<file path="src/rtl/score_display_ctrl.sv">
// Binary score to per-digit BCD + blank flags for a seven-segment bank.
// Double-dabble conversion over WIDTH cycles; outputs update atomically on completion.
module score_display_ctrl #(
  parameter int WIDTH  = 14,
  parameter int DIGITS = 4
) (
  input  logic                clock,
  input  logic                reset_L,
  input  logic [WIDTH-1:0]    value_in,
  input  logic                load,
  input  logic                lz_blank_en,
  input  logic                display_en,
  output logic                busy,
  output logic                done,
  output logic [4*DIGITS-1:0] bcd_out,
  output logic [DIGITS-1:0]   blank_out
);

  localparam int BW   = 4 * DIGITS;
  localparam int CW   = (WIDTH > BW) ? WIDTH : BW;
  localparam int CNTW = $clog2(WIDTH + 1);
  localparam logic [CW-1:0]     LIMIT     = CW'(10 ** DIGITS);
  localparam logic [DIGITS-1:0] BLANK_RST = ~DIGITS'(1'b1);

  typedef enum logic [1:0] {IDLE, SHIFT, UPDATE} state_t;

  state_t              state_q, state_d;
  logic [WIDTH-1:0]    bin_q, bin_d;
  logic [BW-1:0]       acc_q, acc_d;
  logic [CNTW-1:0]     cnt_q, cnt_d;
  logic                done_q, done_d;
  logic [BW-1:0]       bcd_q, bcd_d;
  logic [DIGITS-1:0]   blank_q, blank_d;

  function automatic logic [BW-1:0] add3(input logic [BW-1:0] b);
    logic [BW-1:0] r;
    r = b;
    for (int i = 0; i < DIGITS; i++) begin
      if (b[4*i +: 4] >= 4'd5) r[4*i +: 4] = b[4*i +: 4] + 4'd3;
    end
    return r;
  endfunction

  // A digit goes dark only if it and every more significant digit are zero.
  function automatic logic [DIGITS-1:0] blank_calc(input logic [BW-1:0] b,
                                                   input logic en, input logic lz);
    logic [DIGITS-1:0] r;
    logic              seen;
    r    = '0;
    seen = 1'b0;
    if (!en) begin
      r = '1;
    end else if (lz) begin
      for (int i = DIGITS - 1; i >= 1; i--) begin
        if (b[4*i +: 4] != 4'd0) seen = 1'b1;
        r[i] = ~seen;
      end
    end
    return r;
  endfunction

  always_comb begin
    state_d = state_q;
    bin_d   = bin_q;
    acc_d   = acc_q;
    cnt_d   = cnt_q;
    done_d  = 1'b0;
    bcd_d   = bcd_q;
    blank_d = blank_q;
    case (state_q)
      IDLE: begin
        blank_d = blank_calc(bcd_q, display_en, lz_blank_en);
        if (load) begin
          bin_d   = (CW'(value_in) >= LIMIT) ? WIDTH'(LIMIT - CW'(1)) : value_in;
          acc_d   = '0;
          cnt_d   = CNTW'(WIDTH);
          state_d = SHIFT;
        end
      end
      SHIFT: begin
        {acc_d, bin_d} = {add3(acc_q), bin_q} << 1;
        cnt_d          = cnt_q - 1'b1;
        if (cnt_q == CNTW'(1)) state_d = UPDATE;
      end
      UPDATE: begin
        bcd_d   = acc_q;
        blank_d = blank_calc(acc_q, display_en, lz_blank_en);
        done_d  = 1'b1;
        state_d = IDLE;
      end
      default: state_d = IDLE;
    endcase
  end

  always_ff @(posedge clock or negedge reset_L) begin
    if (!reset_L) begin
      state_q <= IDLE;
      done_q  <= 1'b0;
      bcd_q   <= '0;
      blank_q <= BLANK_RST;
    end else begin
      state_q <= state_d;
      done_q  <= done_d;
      bcd_q   <= bcd_d;
      blank_q <= blank_d;
    end
  end

  // Conversion working registers are always reloaded on capture, so no reset.
  always_ff @(posedge clock) begin
    bin_q <= bin_d;
    acc_q <= acc_d;
    cnt_q <= cnt_d;
  end

  assign busy      = (state_q != IDLE);
  assign done      = done_q;
  assign bcd_out   = bcd_q;
  assign blank_out = blank_q;

endmodule

</file>
<file path="config.mk">
export PLATFORM = sky130hd
export DESIGN_NAME = score_display_ctrl
export DESIGN_NICKNAME = d
export VERILOG_FILES = /design/src/rtl/score_display_ctrl.sv
export SDC_FILE = /design/constraint.sdc
export NUM_CORES = 1
export LEC_CHECK = 0
export BUFFER_PORTS_ARGS = -buffer_cell sky130_fd_sc_hd__buf_2
export CORE_MARGIN = 4
export CORE_UTILIZATION = 50
export DETAILED_ROUTE_END_ITERATION = 12
export PLACE_DENSITY = 0.71
export SLEW_MARGIN = 20
export SYNTH_ARGS = -nofsm -noshare
export SYNTH_HDL_FRONTEND = slang
export SYNTH_SLANG_ARGS = --single-unit
</file>
<file path="constraint.sdc">
create_clock -name clock -period 3 [get_ports clock]
set_input_delay 0.15 -clock clock [delete_from_list [all_inputs] [get_ports clock]]
set_output_delay 0.15 -clock clock [all_outputs]
set_load 0.02 [all_outputs]
</file>
=== After elaboration in Yosys (flattened, before gate mapping) ===
Cells that the tools add are included.

* Register bits after elaboration: 57
* Input port bits: 19
* Output and inout bits: 22
* Word-level logic and storage cells: 85

* Add/subtract/negate cells: 5
* $lt $le $gt $ge: 5
* Equality and inequality tests: 5
* Muxes and demuxes: 45
* Bitwise logic cells: 6
* Reductions and logical operators: 12

{| class="wikitable"
|+ Operator list
! cell !! count
|-
| $pmux W16 S2 || 1
|-
| $mux W14 || 2
|-
| $pmux W14 S2 || 1
|-
| $mux W1 || 26
|-
| $reduce_bool A4 Y1 || 6
|-
| $ge A4 B3 Y1 const B || 4
|-
| $mux W16 || 1
|-
| $mux W4 || 4
|-
| $pmux W4 S2 || 2
|-
| $mux W3 || 5
|-
| $ge A14 B14 Y1 const B || 1
|-
| $add A4 B2 Y4 const B || 3
|-
| $not A1 Y1 || 6
|-
| $reduce_bool A2 Y1 || 3
|-
| $eq A4 B1 Y1 const B || 1
|-
| $mux W2 || 2
|-
| $ne A2 B2 Y1 const B || 2
|-
| $pmux W2 S2 || 1
|-
| $reduce_and A2 Y1 || 2
|-
| $sub A4 B1 Y4 const B || 1
|-
| $add A3 B2 Y3 const B || 1
|-
| $eq A2 B1 Y1 const B || 1
|-
| $eq A2 B2 Y1 const B || 1
|-
| $logic_not A2 Y1 || 1
|}

=== Depth between registers and ports, before layout ===
* Word-level depth: 17
* Mapped depth: 6
* Gate-level depth less buffers: 6

=== Worst setup path before layout ===
Ideal clock, no wire load.

* Path kind: reg2reg
* From: reg state_q[0]
* To: reg acc_q[0] (enable)
* Setup time: 426 ps
* Arrival: 1962 ps
* Required time: 2574 ps
* Path slack: 613 ps
* Stages on the path, launching flop included: 4
* Buffers on the path: 1
* Period minus slack after synthesis: 2387 ps
* Path through: dfrtp_1 > buf_6 > nor2_1 > nor2_1

* Longest elaborated chain between the ends: 3
* Elaborated cells between the ends (all ways): 5
* Classes of those cells: eq/ne: 2; reduce/logical: 3

{| class="wikitable"
|+ RTL lines
! element !! line !! text
|-
| start: declaration || 27 || <nowiki>state_t state_q, state_d;</nowiki>
|-
| start signal: assignment || 102 || <nowiki>state_q <= state_d;</nowiki>
|-
| $eq A2 B1 Y1 or $logic_not A2 Y1 (tied branches) || 70 || <nowiki>case (state_q)</nowiki>
|-
| $reduce_bool A2 Y1 (no source line) or $ne A2 B2 Y1 (tied branches) || n/a ||
|-
| $reduce_and A2 Y1 (no source line) (*) || n/a ||
|-
| end signal: assignment || 112 || <nowiki>acc_q <= acc_d;</nowiki>
|-
| end: declaration || 29 || <nowiki>logic [BW-1:0] acc_q, acc_d;</nowiki>
|}

Every way passes the cells marked *; elsewhere a longest branch is shown, timed or not.
A chain may end at the register's enable or synchronous reset.

=== Final worst setup path ===
* From: reg state_q[1]
* To: reg bin_q[1] (data pin)

* Longest elaborated chain between the ends: 2
* Elaborated cells between the ends (all ways): 3
* Classes of those cells: eq/ne: 1; mux: 1; reduce/logical: 1

{| class="wikitable"
|+ RTL lines
! element !! line !! text
|-
| $eq A2 B1 Y1 or $logic_not A2 Y1 (tied branches) || 70 ||
|-
| $pmux W14 S2 (*) || 70 ||
|-
| named net bin_d[1] || 28 || <nowiki>logic [WIDTH-1:0] bin_q, bin_d;</nowiki>
|-
| end signal: assignment || 111 || <nowiki>bin_q <= bin_d;</nowiki>
|-
| end: declaration || 28 ||
|}

Mark *: on every way through the listed nets, which the timed path passes. The rest lies on a longest branch.

==> reports/qor.csv <==
metric,value,unit
p_sw,0.00126,W
core_area,0.00517,mm²
rsz0062_at_grt,false,
yosysMostFrequentCell,edfxtp_1,
yosys-top-cells-count,"edfxtp_1, nand2_1, dfrtp_1, nor2_1, inv_1",
synthCells,229,
leakage,1.47,nW
drv_slew,0,
status,finished clean,
firstDrtPassIters,4,
dpl.hpwl,3410,µm
reg2reg_slack,1240,ps
seqPwrFrac,41.7,%
antenna_found_initial,0,
tritoncts,yes,
via_count,1781,
synth_top_cell_by_area,edfxtp_1,
r2r_end,bin_q[1],
wl_per_cell,13.3,µm
overflow,0,
grt_max_degree,27,
ys_seq_area_share,59.1,%
peakVddDrop,0.000440,V
worst_setup_path_end_kind,flop,
fin_skew,7.28,ps
yosysTopAreaCellShare,37.7,%
cts_buffer_depth,2,
finalWorstSetupSlack,1240,ps
fin_tns_setup,0,ps
die_height,81.6,µm
grt_first_pass_wirelength,7620,µm
clockRootBuffer,clkbuf_8,
postSynthAreaPerCell,11.8,µm²
holdPathStages,2,
p_clk_share,22.5,%
setup_viol,0,
path_max_fanout,25,
gp_congestion,0.752,
cts-buffers-inserted,9,
die_w,81.6,µm
via_per_inst,5.09,
startpoint_type,flop,
r2r_start,state_q[1],
crit_required,3080,ps
synth_edf_count,34,
ant_nets,0,
post-route-period-util,58.5,%
htreeDepth,3,
io-pin-count,41,
post_cts_buffers,0,
syn_nets,261,
async_flop_share,40.4,%
synth-main-ff-cell,edfxtp_1,
maxCapViolCount,0,
reg2reg_depth,2,
drt_iter0_drc,65,
p_comb_share,35.8,%
drive_above_1_share,25.7,%
core.rowCount,26,
timing.slew.headroom,37.3,%
fmax,569,MHz
hold_viol_final,0,
synth_cell_type_count,36,
die_area,0.00666,mm²
fin_crit,1760,ps
cts.sinks,57,
min_to,bin_q[2],
grt_pass1_vias,1665,
route.detailed.drc,0,
synthTopCellsByArea,"edfxtp_1, dfrtp_1, ha_1",
hold_path.class,input pin to flop,
track_usage,15.5,%
finalNetCount,307,
portBuffers,40,
cp.arrival,1830,ps
routed_wl,4650,µm
worstSkewPairLatency,320,ps
cts_hold_buf,1,
power.total,0.00369,W
post_cts_resize_count,0,
diodes,0,
dp_worst_setup_slack,1220,ps
ys.warnings.count,0,
syn_area,0.00271,mm²
worstMarginPinSlew,940,ps
areaGrowthSynthToFinish,18.9,%
synth_seq_cells,57,
hold_path.startpoint,value_in[2],
p_per_area,1150,mW/mm²
cts.clk_slew.worst_paths,60,ps
start_util,52.3,%
internal_power,0.00244,W
path_class,flop to flop,
swShare,34.0,%
## logic make-up after synthesis
| logic type | Yosys count | synth area share [%] |
|---|---|---|
| AOI/OAI and AO/OA | 43 | 10.2 |
| xor gates and xnor gates | 9 | 2.91 |
| adders and majority gates | 13 | 6.01 |
| buffers and inverters | 22 | 3.84 |
| DFF | 57 | 59.1 |
| muxes | 8 | 3.33 |
| and+or+nand+nor | 77 | 14.6 |
## state kept, by name, indices dropped and copies added, names as in the netlist
name and cells:
cnt_q 4, done 1, blank_out 4, acc_q 16, bin_q 14, state_q 2, bcd_out 16
## power groups by stage
stage	clock network, W	logic, W	registers [W]
6_report	0.000831	0.00132	0.00154
3_3_place_gp	0	0.00131	0.00155
5_1_grt	0.000888	0.00151	0.00158
3_5_place_dp	0	0.00134	0.00155
4_1_cts	0.000849	0.00135	0.00154
2_1_floorplan	0	0.000957	0.00159
## stage by stage
step / util, % / instances / hold WS (ps) / instance area (µm²)
4_1_cts: 62.2 / 350 / 88.5 / 3220
3_3_place_gp: 57.5 / 333 / 152 / 2970
2_1_floorplan: - / 229 / -146 / 2710
5_1_grt: 62.2 / 350 / 93.1 / 3220
3_5_place_dp: 57.5 / 333 / 152 / 2970
6_report: 62.2 / 350 / 103 / 3220
## worst max-delay path by stage
stage,start,endpoint,slack (ps),depth (start not counted)
finish,state_q[1],bin_q[1],1240,2
global route,state_q[0],bin_q[1],1100,2
CTS,state_q[1],bin_q[1],1230,2
floorplan,state_q[0],acc_q[0],610,3
global placement,state_q[1],bin_q[10],1270,2
detailed placement,state_q[1],bin_q[1],1220,2
## metal layers
metal / up-vias / share of wire [%] / wire (µm) / global-route usage [%]
met1: 824 / 48 / 2230 / 21.2
met4: 0 / 1.5 / 69 / 6.98
met3: 7 / 6.1 / 286 / 4.93
met2: 44 / 44 / 2060 / 22.6
met5: - / 0 / 0 / 0
li1: 906 / - / - / -
## worst max-delay path: stages (launching register included)
cell and delay [ps]:
dfrtp_1 470, nand2b_1 610, o22a_1 420
## layout make-up
cell class | count | area [µm²]
inverter | 14 | 52.6
sequential | 57 | 1600
tap | 70 | 87.6
timing repair buffer | 43 | 238
clock buffer | 10 | 128
clock inverter | 6 | 106
multi-input combinational | 150 | 1010
fill | 436 | 1950
## layout by cell type (no fill, tap or decap), drive strengths merged, types with 2 or more instances in the layout
cell,netlist,final
nand4,2,2
a22o,4,4
clkinv,0,2
dfstp,3,3
buf,7,42
bufinv,0,3
nor2b,7,7
nand3b,2,2
nand3,3,3
edfxtp,34,34
nor2,16,16
a211oi,4,4
dfrtp,20,20
inv,14,14
nand2b,6,6
mux2,8,8
o22a,6,6
nand2,27,27
clkbuf,1,10
o21ai,13,13
a21oi,12,12
nor3,4,4
xnor2,6,6
xor2,3,3
a32oi,2,2
ha,13,13
and3,2,2
nor4,4,4
No activity file was read; power rests on OpenSTA's default activity.
